`config.mk`:
```
export PLATFORM = sky130hd
export DESIGN_NAME = booth_iter_mult
export DESIGN_NICKNAME = d
export VERILOG_FILES = /design/src/rtl/booth_iter_mult_pkg.sv /design/src/rtl/booth_recode.sv /design/src/rtl/booth_iter_mult.sv
export SDC_FILE = /design/constraint.sdc
export NUM_CORES = 1
export LEC_CHECK = 0
export ABC_CLOCK_PERIOD_IN_PS = 3900
export BUFFER_PORTS_ARGS = -buffer_cell sky130_fd_sc_hd__clkbuf_2
export CELL_PAD_IN_SITES_DETAIL_PLACEMENT = 0
export CELL_PAD_IN_SITES_GLOBAL_PLACEMENT = 1
export CORE_AREA = 2 2 146 148
export CTS_CLUSTER_DIAMETER = 60
export DETAILED_ROUTE_END_ITERATION = 10
export DIE_AREA = 0 0 148 150
export GPL_TIMING_DRIVEN = 0
export PLACE_DENSITY_LB_ADDON = 0.1
export SLEW_MARGIN = 15
export SYNTH_ARGS = -nofsm -noshare
export SYNTH_HDL_FRONTEND = slang
export SYNTH_HIERARCHICAL = 1
export SYNTH_SLANG_ARGS = --single-unit
```
`constraint.sdc`:
```
create_clock -name clk -period 3.9 [get_ports clk]
set_input_delay 0.195 -clock clk [delete_from_list [all_inputs] [get_ports clk]]
set_output_delay 0.195 -clock clk [all_outputs]
set_load 0.05 [all_outputs]
```
`src/rtl/booth_iter_mult_pkg.sv`:
```
// Shared types and helpers for the iterative Booth multiplier: FSM states,
// recode operation selects and the step-count function.
package booth_iter_mult_pkg;

    typedef enum logic [1:0] {
        ST_IDLE   = 2'd0,
        ST_RUN    = 2'd1,
        ST_FINISH = 2'd2
    } state_t;

    // Operation applied to the accumulator in one Booth step.
    typedef enum logic [2:0] {
        ZERO = 3'd0,
        PM   = 3'd1,
        P2M  = 3'd2,
        NM   = 3'd3,
        N2M  = 3'd4
    } booth_op_t;

    // Number of RUN cycles: one per bit (radix-2) or one per bit pair (radix-4).
    function automatic int booth_steps(input int width, input int radix4);
        return (radix4 != 0) ? (width + 1) / 2 : width;
    endfunction

endpackage

```
`src/rtl/booth_recode.sv`:
```
// Booth digit recoder: maps the low multiplier bits plus the previously
// shifted-out bit to the accumulator operation for one step.
module booth_recode
    import booth_iter_mult_pkg::*;
#(
    parameter int RADIX4 = 0
) (
    input  logic [RADIX4:0] q_lsbs,
    input  logic            q_m1,
    output booth_op_t       op
);

    generate
        if (RADIX4 != 0) begin : g_radix4
            always_comb begin
                op = ZERO;
                case ({q_lsbs, q_m1})
                    3'b001, 3'b010: op = PM;
                    3'b011:         op = P2M;
                    3'b100:         op = N2M;
                    3'b101, 3'b110: op = NM;
                    default:        op = ZERO;
                endcase
            end
        end else begin : g_radix2
            always_comb begin
                op = ZERO;
                case ({q_lsbs, q_m1})
                    2'b01:   op = PM;
                    2'b10:   op = NM;
                    default: op = ZERO;
                endcase
            end
        end
    endgenerate

endmodule

```
`src/rtl/booth_iter_mult.sv`:
```
// Iterative signed Booth multiplier (radix-2 or radix-4), one recode step per
// clock, with a sideband tag carried from accept to result.
module booth_iter_mult
    import booth_iter_mult_pkg::*;
#(
    parameter int WIDTH  = 25,
    parameter int RADIX4 = 0,
    parameter int TAG_W  = 10
) (
    input  logic                 clk,
    input  logic                 reset,
    input  logic                 start,
    input  logic [WIDTH-1:0]     multiplicand,
    input  logic [WIDTH-1:0]     multiplier,
    input  logic [TAG_W-1:0]     tag_in,
    output logic                 busy,
    output logic                 done,
    output logic [2*WIDTH-1:0]   product,
    output logic [TAG_W-1:0]     tag_out,
    output logic [1:0]           state_dbg
);

    // Handshake: start is taken only when busy is low (IDLE); busy stays high
    // through RUN and FINISH; done pulses one cycle with product/tag_out valid,
    // and those outputs hold until the next completed operation.

    localparam int N  = booth_steps(WIDTH, RADIX4);
    localparam int AW = (RADIX4 != 0) ? WIDTH + 2 : WIDTH + 1;
    localparam int QW = ((RADIX4 != 0) && (WIDTH % 2 == 1)) ? WIDTH + 1 : WIDTH;
    localparam int SH = (RADIX4 != 0) ? 2 : 1;
    localparam int RW = AW + QW + 1;
    localparam int CW = $clog2(N + 1);
    localparam logic [CW-1:0] LAST_STEP = CW'(N - 1);

    state_t state, state_next;

    logic [WIDTH-1:0]  m_reg;
    logic [TAG_W-1:0]  tag_reg;
    logic [AW-1:0]     a_reg;
    logic [QW-1:0]     q_reg;
    logic              q_m1;
    logic [CW-1:0]     step_cnt;

    logic signed [QW-1:0] q_load;
    logic [AW-1:0]     m_ext, m2_ext, sel, sum;
    logic              neg;
    logic [RW-1:0]     shifted;
    booth_op_t         op;

    always_ff @(posedge clk) begin
        if (reset) state <= ST_IDLE;
        else       state <= state_next;
    end

    always_comb begin
        state_next = state;
        busy       = 1'b1;
        case (state)
            ST_IDLE: begin
                busy = 1'b0;
                if (start) state_next = ST_RUN;
            end
            ST_RUN:    if (step_cnt == LAST_STEP) state_next = ST_FINISH;
            ST_FINISH: state_next = ST_IDLE;
            default: begin
                busy       = 1'b0;
                state_next = ST_IDLE;
            end
        endcase
    end

    assign state_dbg = state;

    booth_recode #(.RADIX4(RADIX4)) u_recode (
        .q_lsbs (q_reg[RADIX4:0]),
        .q_m1   (q_m1),
        .op     (op)
    );

    // Odd radix-4 widths need one extra sign bit so the last pair is complete.
    assign q_load = $signed(multiplier);
    assign m_ext  = {{(AW - WIDTH){m_reg[WIDTH-1]}}, m_reg};
    assign m2_ext = {m_ext[AW-2:0], 1'b0};

    always_comb begin
        sel = '0;
        neg = 1'b0;
        case (op)
            PM:      sel = m_ext;
            P2M:     sel = m2_ext;
            NM:  begin sel = m_ext;  neg = 1'b1; end
            N2M: begin sel = m2_ext; neg = 1'b1; end
            default: sel = '0;
        endcase
    end

    // Negation is the inverted addend plus a carry-in of one.
    assign sum     = a_reg + (neg ? ~sel : sel) + AW'(neg);
    assign shifted = RW'($signed({sum, q_reg, q_m1}) >>> SH);

    always_ff @(posedge clk) begin
        if (reset) begin
            m_reg    <= '0;
            tag_reg  <= '0;
            a_reg    <= '0;
            q_reg    <= '0;
            q_m1     <= 1'b0;
            step_cnt <= '0;
            product  <= '0;
            tag_out  <= '0;
            done     <= 1'b0;
        end else begin
            done <= 1'b0;
            case (state)
                ST_IDLE: begin
                    if (start) begin
                        m_reg    <= multiplicand;
                        tag_reg  <= tag_in;
                        a_reg    <= '0;
                        q_reg    <= q_load;
                        q_m1     <= 1'b0;
                        step_cnt <= '0;
                    end
                end
                ST_RUN: begin
                    a_reg    <= shifted[RW-1 -: AW];
                    q_reg    <= shifted[QW:1];
                    q_m1     <= shifted[0];
                    step_cnt <= step_cnt + CW'(1);
                end
                ST_FINISH: begin
                    product <= {a_reg[2*WIDTH-QW-1:0], q_reg};
                    tag_out <= tag_reg;
                    done    <= 1'b1;
                end
                default: ;
            endcase
        end
    end

endmodule

```
# Word-level counts from Yosys, hierarchy flattened

Cells that the tools add are included.
W data, S select, Z words.

Mux-type cells: 17
Equality and inequality tests: 11
Add/sub/neg operators: 3
Bitwise gates (word level): 1
Reductions and logical operators: 9

Operators with widths:

| kind                  | number |
|---|---|
| $pmux W26 S2          | 2 |
| $mux W26              | 2 |
| $pmux W25 S2          | 1 |
| $add A26 B1 Y26       | 1 |
| $add A26 B26 Y26      | 1 |
| $not A26 Y26          | 1 |
| $mux W25              | 1 |
| $pmux W5 S2           | 1 |
| $pmux W2 S2           | 2 |
| $reduce_or A2 Y1      | 4 |
| $eq A3 B2 Y1 const B  | 2 |
| $reduce_and A2 Y1     | 3 |
| $add A5 B1 Y5 const B | 1 |
| $eq A5 B5 Y1 const B  | 1 |
| $mux W5               | 1 |
| $eq A2 B1 Y1 const B  | 2 |
| $eq A2 B2 Y1 const B  | 2 |
| $mux W1               | 4 |
| $mux W2               | 2 |
| $ne A2 B2 Y1 const B  | 2 |
| $eq A3 B1 Y1 const B  | 1 |
| $eq A3 B3 Y1 const B  | 1 |
| $logic_not A2 Y1      | 1 |
| $pmux W1 S2           | 1 |
| $reduce_bool A2 Y1    | 1 |

Output and inout port bits: 64
Register bits after elaboration: 155

# Logic depth before layout (Yosys ltp)

Gate-level depths: netlist (run 1).

Depth in word-level cells: 10
Depth in mapped cells: 19

# Modules after synthesis

Netlist (run 1), hierarchy kept.

Modules (own cells, without submodules):

| module          | seq. area each (µm²) | area an instance (µm²) | instances | cells each |
|---|---|---|---|---|
| booth_iter_mult | 3083.0               | 7683.6                 | 1         | 891 |
| booth_recode    | 0.0                  | 31.3                   | 1         | 5 |

# Worst setup path after synthesis (run 1)

No wires, ideal clock.

Kind: register -> register
From: register q_m1
To: register a_reg[22]
Library setup time: 124 ps
Clock period less this slack: 3535 ps
Slack: 365 ps
Buffers on the path: 4
Cell stages (with the launch flop): 20
Data required time: 3776 ps
Data arrival time: 3411 ps
Cells stage by stage: dfxtp_1 > inv_1 > ha_1 > inv_1 > buf_2 > nor2b_1 > clkbuf_1 > clkbuf_1 > a22oi_1 > o22ai_1 > ha_1 > clkbuf_1 > a21o_1 > a21o_1 > a211oi_1 > a211oi_1 > a211o_1 > a21boi_0 > mux2i_1 > nand3_1

Cells in the longest elaborated chain, start to end: 10
Elaborated cells between the ends (all ways): 17
Classes of those cells: 2 x add/sub; 6 x eq/ne; 5 x mux; 1 x bitwise; 3 x reduce/logical

Ends and longest elaborated chain:

| item                                                | RTL line               | RTL |
|---|---|---|
| start, declared                                     | booth_iter_mult.sv:41  | `logic q_m1;` |
| start signal, assigned                              | booth_iter_mult.sv:128 | `q_m1 <= shifted[0];` |
| $eq A2 B2 Y1 / $eq A2 B1 Y1 (equally long branches) | booth_recode.sv:28     | `case ({q_lsbs, q_m1})` |
| $pmux W2 S2 *                                       | booth_recode.sv:28     |  |
| via op[0]                                           | booth_iter_mult.sv:48  | `booth_op_t op;` |
| $eq A3 B3 Y1 (tied with other cells)                | booth_iter_mult.sv:88  | `case (op)` |
| $reduce_or A2 Y1 (no source line)                   | n/a                    |  |
| $pmux W26 S2                                        | booth_iter_mult.sv:88  |  |
| $not A26 Y26                                        | booth_iter_mult.sv:98  | `assign sum = a_reg + (neg ? ~sel : sel) + AW'(neg);` |
| $mux W26                                            | booth_iter_mult.sv:98  |  |
| $add A26 B26 Y26                                    | booth_iter_mult.sv:98  |  |
| $add A26 B1 Y26 *                                   | booth_iter_mult.sv:98  |  |
| $pmux W26 S2 *                                      | booth_iter_mult.sv:114 | `case (state)` |
| end signal, assigned                                | booth_iter_mult.sv:126 | `a_reg <= shifted[RW-1 -: AW];` |
| end, declared                                       | booth_iter_mult.sv:39  | `logic [AW-1:0] a_reg;` |

Mark *: on every way through the listed nets, which the timed path passes. The rest lies on a longest branch.
A chain may end at the register's enable or synchronous reset.

# Worst setup path after layout (run 1)

From: register q_m1
To: register a_reg[23]

Same word-level chain as after synthesis.

==> flow_metrics.py, run 1 <==
metrics = {
    "floorplanning": {
        "initial_utilization": 0.373,
        "core_sq_um": 20700,
        "dieHeight_um": 150,
        "die-area_sq_um": 22200,
        "die_x_um": 148,
        "num_io_pins": 127,
        "rows": 53,
    },
    "min_path": {
        "hp-class": "in -> reg",
        "hold_start": "multiplicand[16]",
        "min_path_cells": 3,
        "min_to": "m_reg[16]$_SDFFE_PP0P_",
    },
    "yosys": {
        "ys_warn_count": 6,
        "postSynthAreaPerCell_sq_um": 8.61,
        "ys_ff_latch": 154,
        "synth.distinct_cells": 60,
        "async_flop_share": 0,
        "synthCells": 896,
        "synth.cell_area_sq_um": 7710,
        "ys_seq_area_frac": 0.400,
        "synthesis.nets": 992,
        "yosys_most_used_dff": "dfxtp_1",
        "synth_edf_count": 0,
    },
    "clocking": {
        "clk_path_buf_depth": 2,
        "cts_buffers": 17,
        "cts_num_sinks": 154,
        "clock-root-buffer": "clkbuf_16",
        "clk_pin_slew_ns": 0.07,
        "clock_latency_ns": 0.44,
        "cts_tree": "yes",
        "htree_levels": 4,
    },
    "finish": {
        "largest_register_ffs": 50,
        "syn2layout_area_growth_pct": 25.8,
        "final_common_cell": "dfxtp_1",
        "drive_gt1_frac": 0.182,
        "fin_nets": 1165,
        "layout.core_utilization": 0.469,
        "num_antenna_cells": 0,
        "final_cell_mix": "dfxtp_1 (153), clkbuf_2 (128), nor2_1 (117)",
        "fill_cells": 2147,
        "top_register": "product",
    },
    "route": {
        "vias": 6813,
        "drt_iter0_markers": 290,
        "viasPerCell": 5.02,
        "firstDrtPassIters": 5,
        "wirelength_mm": 21.9,
        "drc": 0,
        "ant_nets": 0,
        "wl_per_cell_um": 16.2,
    },
    "timing": {
        "fin_tns_setup_ns": 0,
        "fin_ws_ns": 0.224,
        "fin_worst_skew_ns": 0.0108,
        "worst_pin_slew_ns": 0.891,
        "clock.fmax_mhz": 272,
        "holdWs_ns": 0.0158,
        "hold_viol": 0,
        "setup_violations": 0,
        "min_period_over_period": 0.943,
        "maxSlewViolCount": 0,
        "fin_crit_ns": 3.68,
        "relSlewSlack": 0.406,
        "rsz0062_at_grt": "false",
    },
    "grt": {
        "grt_max_degree": 17,
        "antenna_found_initial": 0,
        "grt_pass1_vias": 6704,
        "grt_use_total": 0.201,
        "grt_pass1_wl_mm": 35.1,
        "overflow": 0,
    },
    "placement": {
        "dp_hpwl_mm": 16.3,
        "dp_slack_ns": -0.388,
        "port_buffers": 126,
        "gp_congestion": 0.833,
    },
    "critical_path": {
        "rrSetupSlack_ns": 0.22,
        "rr_worst_depth": 17,
        "crit_path_end_kind": "flop",
        "criticalPathCategory": "reg -> reg",
        "crit_fanout": 10,
        "worstReg2RegEnd": "a_reg[23]$_SDFFE_PP0P_",
        "r2r-start": "q_m1$_SDFFE_PP0P_",
        "worstSetupStartpointType": "flop",
        "cp_data_required_time_ns": 4.22,
        "worstPathArrival_ns": 4.00,
    },
    "power": {
        "p_clk_frac": 0.419,
        "switching_share": 0.299,
        "power_switching_w": 0.00128,
        "powerDensity_nw_per_um2": 440,
        "p_int_w": 0.00299,
        "vdd_drop_max_uv": 299,
        "p_leak_nw": 4.01,
        "power_frac_seq": 0.401,
        "finalPower_w": 0.00427,
        "power_frac_comb": 0.180,
    },
    "job": {
        "drv_cap": 0,
    },
    "run_status": {
        "status": "completed",
    },
}
-- synthesized netlist by cell type (7+ instances only) --
master	instances	area share
a22oi_1	32	0.031
a211oi_1	31	0.030
nor2_1	117	0.057
ha_1	32	0.052
buf_1	15	0.0073
dfxtp_1	154	0.40
mux2i_1	87	0.11
a21o_1	16	0.016
xnor2_1	13	0.015
xor2_1	35	0.040
nand2_1	104	0.051
o22ai_1	24	0.019
clkbuf_1	41	0.020
o21ai_0	20	0.013
inv_1	16	0.0078
nand2b_1	7	0.0057
a21oi_1	66	0.043
-- critical path, stage by stage (launching register included) --
cell,delay [ns]
dfxtp_1,0.32
inv_1,0.04
ha_1,0.28
inv_1,0.09
buf_4,0.18
nor2b_1,0.06
clkbuf_2,0.15
clkbuf_4,0.21
a22oi_1,0.22
o22ai_2,0.14
ha_1,0.33
a21o_1,0.18
or3_1,0.33
o211ai_1,0.35
a21oi_2,0.14
o2111ai_2,0.21
nand3_1,0.10
a32o_1,0.25
-- repair_timing --
action | CTS | global route
buffers inserted | 0 | 1
endpoints found under the hold margin | 30 | 1
gates resized for setup | 11 | 20
pin swaps | 1 | 3
hold buffers | 30 | 1
setup endpoints to repair | 11 | 11
-- routing by layer --
layer  GRT usage  part of all wire  wire length, um
met1       0.259              0.47            10400
met2       0.339              0.47            10300
met3      0.0470             0.042              928
met4      0.0543             0.012              255
met5           0                 0                0
-- power groups by stage --
stage / logic, W / registers [W] / clock network [W]
final: 0.000767 / 0.00171 / 0.00179
after global routing: 0.000863 / 0.00172 / 0.00188
after global placement: 0.000719 / 0.00175 / 0
after detailed placement: 0.000716 / 0.00175 / 0
after floorplan: 0.000533 / 0.00173 / 0
after CTS: 0.000747 / 0.00171 / 0.00183
-- stage by stage --
step                std cells  cell area (sq um)
CTS                      1359               9640
global route             1357               9710
detailed placement       1297               8690
floorplan                 896               7710
finish                   1357               9710
global placement         1297               8690
-- cell families after synthesis --
family / count (synthesis) / share of synthesized area
other cells: 1 / 0.000486
simple gates: 271 / 0.149
xor+xnor: 48 / 0.0545
mux: 87 / 0.113
flops: 154 / 0.400
buf+inv: 80 / 0.0417
fa+ha+maj: 33 / 0.0545
compound gates: 222 / 0.187
-- cell type report --
| cell class | count | area, sq um | area share |
|---|---|---|---|
| plain buffers | 60 | 260 | 0.0268 |
| clock buffers | 18 | 429 | 0.0442 |
| clock inverters | 14 | 201 | 0.0208 |
| inverters | 16 | 60.1 | 0.00619 |
| multi-input cells | 662 | 4380 | 0.451 |
| flip-flops and latches | 154 | 3080 | 0.318 |
| well taps | 275 | 344 | 0.0354 |
| repair buffers | 158 | 948 | 0.0977 |
-- worst max path at each step --
stage	start	to	cells after the start
after global routing	q_m1$_SDFFE_PP0P_	a_reg[20]$_SDFFE_PP0P_	18
after detailed placement	q_reg[0]$_SDFFE_PP0P_	a_reg[22]$_SDFFE_PP0P_	17
after global placement	q_reg[0]$_SDFFE_PP0P_	a_reg[22]$_SDFFE_PP0P_	17
after CTS	q_reg[0]$_SDFFE_PP0P_	a_reg[23]$_SDFFE_PP0P_	17
after floorplan	q_m1$_SDFFE_PP0P_	a_reg[22]$_SDFFE_PP0P_	19
final	q_m1$_SDFFE_PP0P_	a_reg[23]$_SDFFE_PP0P_	17
Power figures use the tool's default switching activity.
==> run 2, diff against run 1 <==
Settings changed: ABC_AREA from default to 1, CORE_AREA 2 2 146 148 to 2 2 145 147, DIE_AREA 0 0 148 150 to 0 0 147 149.
==> flow_metrics.py, run 2 <==
metrics = {
    "run_status": {
        "status": "completed",
    },
    "power": {
        "switching_share": 0.357,
        "p_leak_nw": 4.20,
        "powerDensity_nw_per_um2": 514,
        "finalPower_w": 0.00478,
        "power_switching_w": 0.00170,
        "power_frac_comb": 0.264,
        "power_frac_seq": 0.376,
        "vdd_drop_max_uv": 320,
        "p_clk_frac": 0.360,
        "p_int_w": 0.00308,
    },
    "finish": {
        "num_antenna_cells": 0,
        "final_cell_mix": "nand2_1 (172), nor2_1 (167), dfxtp_1 (154)",
        "fin_nets": 1324,
        "syn2layout_area_growth_pct": 21.9,
        "drive_gt1_frac": 0.153,
        "final_common_cell": "nand2_1",
        "design_area_sq_um": 9310,
        "top_register": "product",
        "largest_register_ffs": 50,
    },
    "yosys": {
        "ys_warn_count": 6,
        "synth_top_family_by_area": "simple AND/OR/NAND/NOR gates",
        "synth.most_common_cell": "nand2_1",
        "synthTopCellsByCount": "nand2_1 (172), nor2_1 (167), dfxtp_1 (154), o21ai_0 (142), a21oi_1 (92)",
        "synth_xor_xnor_area_share": 0.0310,
        "ys_ff_latch": 154,
        "ys_seq_area_frac": 0.404,
        "yosys_most_used_dff": "dfxtp_1",
        "yosys.area_share.simple": 0.225,
        "synthAdderAreaFrac": 0.0551,
        "synth.cell_area_sq_um": 7640,
        "synth.distinct_cells": 40,
        "synthMuxAreaShare": 0,
        "synth.largest_area_cell": "dfxtp_1",
        "async_flop_share": 0,
        "synth_compound_area_frac": 0.214,
        "synthesis.nets": 1170,
        "synth_top_area_frac": 0.404,
        "synthCells": 1074,
        "synth.top_cells.by_area": "dfxtp_1 (40%), o21ai_0 (9.3%), nand2_1 (8.5%), nor2_1 (8.2%), a21oi_1 (6.0%)",
        "synth_edf_count": 0,
        "postSynthAreaPerCell_sq_um": 7.11,
    },
    "timing": {
        "worst_pin_slew_ns": 0.789,
        "hold_viol": 0,
        "fin_crit_ns": 3.51,
        "fin_tns_setup_ns": 0,
        "fin_worst_skew_ns": 0.00934,
        "maxSlewViolCount": 0,
        "rsz0062_at_grt": "false",
        "setup_violations": 0,
        "clock.fmax_mhz": 285,
        "relSlewSlack": 0.474,
        "fin_ws_ns": 0.387,
        "min_period_over_period": 0.901,
    },
    "placement": {
        "port_buffers": 126,
        "dp_hpwl_mm": 18.3,
        "placed_area_sq_um": 8610,
        "gp_congestion": 0.878,
        "dp_slack_ns": 0.286,
    },
    "critical_path": {
        "crit_fanout": 10,
        "crit_path_end_kind": "flop",
        "worstSetupStartpointType": "flop",
        "slowest_delay_ns": 0.42,
        "cp_slowest_cell": "dfxtp_1",
        "path_cells": "ha_1 -> inv_1 -> o21ai_0 -> nand2_1 -> clkbuf_2 -> o22ai_1 -> xnor2_1 -> ha_1 -> nand2_1 -> nor2_1 -> inv_1 -> nor3_1 -> nand3_1 -> nand3_1 -> a21oi_1 -> o21ai_0 -> a21oi_1",
        "worstPathArrival_ns": 3.80,
        "critPathTopFamily": "simple AND/OR/NAND/NOR gates",
        "cp_data_required_time_ns": 4.18,
        "criticalPathCategory": "reg -> reg",
        "path_buf_inv": 3,
    },
    "clocking": {
        "clock-root-buffer": "clkbuf_16",
        "clk_pin_slew_ns": 0.07,
        "cts_num_sinks": 154,
        "clk_path_buf_depth": 2,
        "cts_buffers": 17,
        "clock_latency_ns": 0.43,
        "htree_levels": 4,
        "post_cts_buffers": 0,
        "cts_tree": "yes",
    },
    "min_path": {
        "hp-class": "in -> reg",
    },
    "floorplanning": {
        "die_x_um": 147,
        "die-area_sq_um": 21900,
        "dieHeight_um": 149,
        "core_sq_um": 20600,
        "num_io_pins": 127,
        "rows": 53,
        "initial_utilization": 0.371,
    },
    "job": {
        "drv_cap": 0,
    },
    "grt": {
        "grt_use_total": 0.215,
        "grt_pass1_wl_mm": 37.0,
        "grt_max_degree": 17,
        "grt_pass1_vias": 7129,
        "overflow": 0,
        "antenna_found_initial": 0,
    },
    "route": {
        "firstDrtPassIters": 5,
        "drt_iter0_markers": 310,
        "drc": 0,
        "wirelength_mm": 23.3,
        "vias": 7401,
        "ant_nets": 0,
        "wl_per_cell_um": 15.4,
        "viasPerCell": 4.88,
    },
}
-- run 2: changes by cell type in the layout (fill, tap and decap cells not counted), moves of 15 or more --
cell,before,now
clkbuf_1,34,49
inv_1,16,81
a21o_1,16,1
a21oi_1,61,92
a22oi_1,32,1
mux2i_1,87,0
o21ai_0,15,142
a31oi_1,3,26
nand2_1,104,172
nand3_1,6,38
xor2_1,35,1
dlygate4sd3_1,31,9
nor2_1,117,167
a211oi_1,29,0
-- run 2: what timing repair did --
action	in CTS	in global routing
resized for setup	0	4
hold buffers	9	0
endpoints found under the hold margin	9	0
setup endpoints to repair	0	9
-- run 2: area by class of cell --
cell class / count / area, sq um
inverter: 84 / 315
clock inverter: 14 / 176
clock buffer: 18 / 429
multi-input combinational: 778 / 4010
fill: 2250 / 11200
sequential: 154 / 3080
tap: 275 / 344
buffer: 58 / 234
timing repair buffer: 135 / 721
-- run 2: path summary, 6_finish.rpt --
check / startpoint / end / slack [ns] / cells past startpoint
worst max-delay path: q_reg[0]$_SDFFE_PP0P_ / a_reg[19]$_SDFFE_PP0P_ / 0.39 / 17
worst max register to register: q_reg[0]$_SDFFE_PP0P_ / a_reg[19]$_SDFFE_PP0P_ / 0.39 / 17
worst min register to register: q_m1$_SDFFE_PP0P_ / q_m1$_SDFFE_PP0P_ / 0.47 / 2
worst min-delay path: multiplier[11] / q_reg[11]$_SDFFE_PP0P_ / 0.02 / 3
-- run 2: per-layer routing --
| metal | share of wire | vias up | global-route usage |
|---|---|---|---|
| met5 | 0 | - | 0 |
| met4 | 0.015 | 0 | 0.0582 |
| met3 | 0.046 | 23 | 0.0483 |
| met2 | 0.48 | 132 | 0.373 |
| met1 | 0.45 | 3357 | 0.269 |
| li1 | - | 3889 | - |
-- run 2: cell families after synthesis --
| kind of cell | Yosys count |
|---|---|
| and+or+nand+nor | 415 |
| AOI/OAI and AO/OA | 302 |
| DFF | 154 |
| xor gates and xnor gates | 27 |
| other | 1 |
| adders and majority gates | 33 |
| buffers and inverters | 142 |
-- run 2: power groups by stage --
stage	clock network, W	logic [W]	registers [W]
5_1_grt	0.00181	0.00141	0.00181
2_1_floorplan	0	0.000763	0.00197
4_1_cts	0.00175	0.00127	0.00180
3_5_place_dp	0	0.00125	0.00183
6_report	0.00172	0.00126	0.00180
3_3_place_gp	0	0.00126	0.00183
-- run 2: worst register-to-register path, cell delays in order, from the launching register on --
cell and delay [ns]:
dfxtp_1 0.42, ha_1 0.27, inv_1 0.16, o21ai_0 0.11, nand2_1 0.19, clkbuf_2 0.28, o22ai_1 0.13, xnor2_1 0.19
ha_1 0.38, nand2_1 0.11, nor2_1 0.15, inv_1 0.08, nor3_1 0.32, nand3_1 0.12, nand3_1 0.18, a21oi_1 0.08
o21ai_0 0.09, a21oi_1 0.08
-- run 2: per-stage QoR --
stage,util,hold WS [ns],cells
CTS,0.453,0.000951,1516
global placement,0.419,0.449,1475
detailed placement,0.419,0.456,1475
floorplan,-,0.354,1074
finish,0.453,0.0166,1516
global route,0.453,0.0213,1516
==> run 3, diff against run 2 <==
Settings changed: CORE_AREA 2 2 145 147 to 2 2 151 153, DIE_AREA 0 0 147 149 to 0 0 153 155.
==> flow_metrics.py, run 3 (synthesis results as in run 2) <==
metrics = {
    "grt": {
        "grt_max_degree": 19,
        "use_met2": 0.353,
        "grt_pass1_wl_mm": 38.7,
        "use_met3": 0.0446,
        "grtUsageMet1": 0.258,
        "overflow": 0,
        "grt_use_total": 0.206,
        "antenna_found_initial": 3,
        "grt_busiest_layer": "met2",
        "grt_pass1_vias": 7302,
    },
    "route": {
        "firstDrtPassIters": 7,
        "drt_iter0_markers": 307,
        "wl_per_cell_um": 15.8,
        "ant_nets": 0,
        "viasPerCell": 4.86,
        "vias": 7462,
        "drc": 0,
        "wirelength_mm": 24.2,
    },
    "critical_path": {
        "cp_data_required_time_ns": 4.19,
        "worstPathArrival_ns": 3.86,
        "crit_path_end_kind": "flop",
        "rrSetupSlack_ns": 0.33,
        "worstSetupStartpointType": "flop",
        "criticalPathCategory": "reg -> reg",
        "crit_fanout": 10,
        "rr_worst_depth": 14,
    },
    "floorplanning": {
        "dieHeight_um": 155,
        "core_sq_um": 22200,
        "die-area_sq_um": 23700,
        "initial_utilization": 0.344,
        "die_x_um": 153,
        "num_io_pins": 127,
        "rows": 55,
    },
    "finish": {
        "top_register": "product",
        "drive_gt1_frac": 0.153,
        "final_common_cell": "nand2_1",
        "final_cell_mix": "nand2_1 (172), nor2_1 (167), dfxtp_1 (154)",
        "syn2layout_area_growth_pct": 23.3,
        "fill_cells": 2377,
        "fin_nets": 1333,
        "largest_register_ffs": 50,
    },
    "placement": {
        "gp_congestion": 0.848,
        "port_buffers": 126,
        "dp_hpwl_mm": 18.7,
    },
    "timing": {
        "maxSlewViolCount": 0,
        "rsz0062_at_grt": "false",
        "relSlewSlack": 0.484,
        "fin_worst_skew_ns": 0.0110,
        "fin_crit_ns": 3.57,
        "setup_violations": 0,
        "hold_viol": 0,
        "fin_tns_setup_ns": 0,
        "worst_pin_slew_ns": 0.774,
        "min_period_over_period": 0.917,
        "clock.fmax_mhz": 280,
    },
    "power": {
        "switching_share": 0.373,
        "p_int_w": 0.00299,
        "powerDensity_nw_per_um2": 507,
        "p_clk_frac": 0.357,
        "power_frac_comb": 0.266,
        "vdd_drop_max_uv": 273,
        "power_frac_seq": 0.376,
        "power_switching_w": 0.00178,
        "p_leak_nw": 4.24,
        "finalPower_w": 0.00478,
    },
    "clocking": {
        "cts_tree": "yes",
        "clock-root-buffer": "clkbuf_16",
        "clk_pin_slew_ns": 0.08,
        "htree_levels": 4,
        "post_cts_buffers": 0,
        "cts_buffers": 17,
        "cts_num_sinks": 154,
        "clk_path_buf_depth": 2,
        "clock_latency_ns": 0.44,
    },
    "min_path": {
        "min_path_cells": 3,
        "hp-class": "in -> reg",
    },
    "run_status": {
        "status": "completed",
    },
    "job": {
        "drv_cap": 0,
    },
}
run 3: what timing repair did:
| action | 4_1_cts | 5_1_grt |
|---|---|---|
| endpoints found under the setup margin | 0 | 10 |
| hold buffers | 18 | 0 |
| hold endpoints to repair | 18 | 0 |
| gates resized for setup | 0 | 4 |
run 3: critical path, cell delays in order, from the launching register on:
cell and delay (ns):
dfxtp_1 0.42, ha_1 0.26, inv_1 0.15, o21ai_0 0.11
nand2_1 0.25, clkbuf_2 0.29, o22ai_1 0.12, xnor2_1 0.27
ha_1 0.37, a21oi_1 0.25, o21ai_0 0.18, a21oi_1 0.22
nand3_1 0.14, o21ai_0 0.31, a21oi_1 0.10
run 3: metrics by stage:
stage | instances | util | hold slack [ns] | worst slack (ns) | cell area [sq um]
2_1_floorplan | 1074 | - | 0.354 | 0.996 | 7640
3_3_place_gp | 1485 | 0.388 | 0.454 | 0.226 | 8620
3_5_place_dp | 1485 | 0.388 | 0.450 | 0.201 | 8620
4_1_cts | 1535 | 0.423 | 0.00171 | 0.182 | 9410
5_1_grt | 1535 | 0.423 | 0.0252 | 0.0181 | 9410
6_report | 1536 | 0.423 | 0.0186 | 0.325 | 9410
run 3: routing by layer:
metal  up-vias  share of wire
met1      3390           0.47
met4         2          0.024
met3        32          0.035
li1       3904              -
met5         -        0.00062
met2       134           0.47
run 3: path summary, 6_finish.rpt:
| check | to | startpoint |
|---|---|---|
| worst max register to register | a_reg[19]$_SDFFE_PP0P_ | q_reg[0]$_SDFFE_PP0P_ |
| worst max-delay path | a_reg[19]$_SDFFE_PP0P_ | q_reg[0]$_SDFFE_PP0P_ |
| worst min register to register | q_m1$_SDFFE_PP0P_ | q_m1$_SDFFE_PP0P_ |
| worst min-delay path | q_reg[23]$_SDFFE_PP0P_ | multiplier[23] |
run 3: area by class of cell:
class                           instances  area (sq um)  share of cell area
Multi-Input combinational cell        778          4010               0.426
Inverter                               84           315              0.0335
Antenna cell                            1          2.50            0.000266
Sequential cell                       154          3080               0.328
Tap cell                              285           357              0.0379
Timing Repair Buffer                  144           811              0.0861
Buffer                                 58           234              0.0249
Clock buffer                           18           439              0.0467
Clock inverter                         14           165              0.0175
run 3: power by group through the flow:
stage | Sequential (W) | Combinational [W] | Clock (W)
CTS | 0.00180 | 0.00128 | 0.00175
floorplan | 0.00197 | 0.000763 | 0
finish | 0.00180 | 0.00127 | 0.00171
detailed placement | 0.00183 | 0.00126 | 0
global placement | 0.00183 | 0.00126 | 0
global route | 0.00182 | 0.00142 | 0.00181
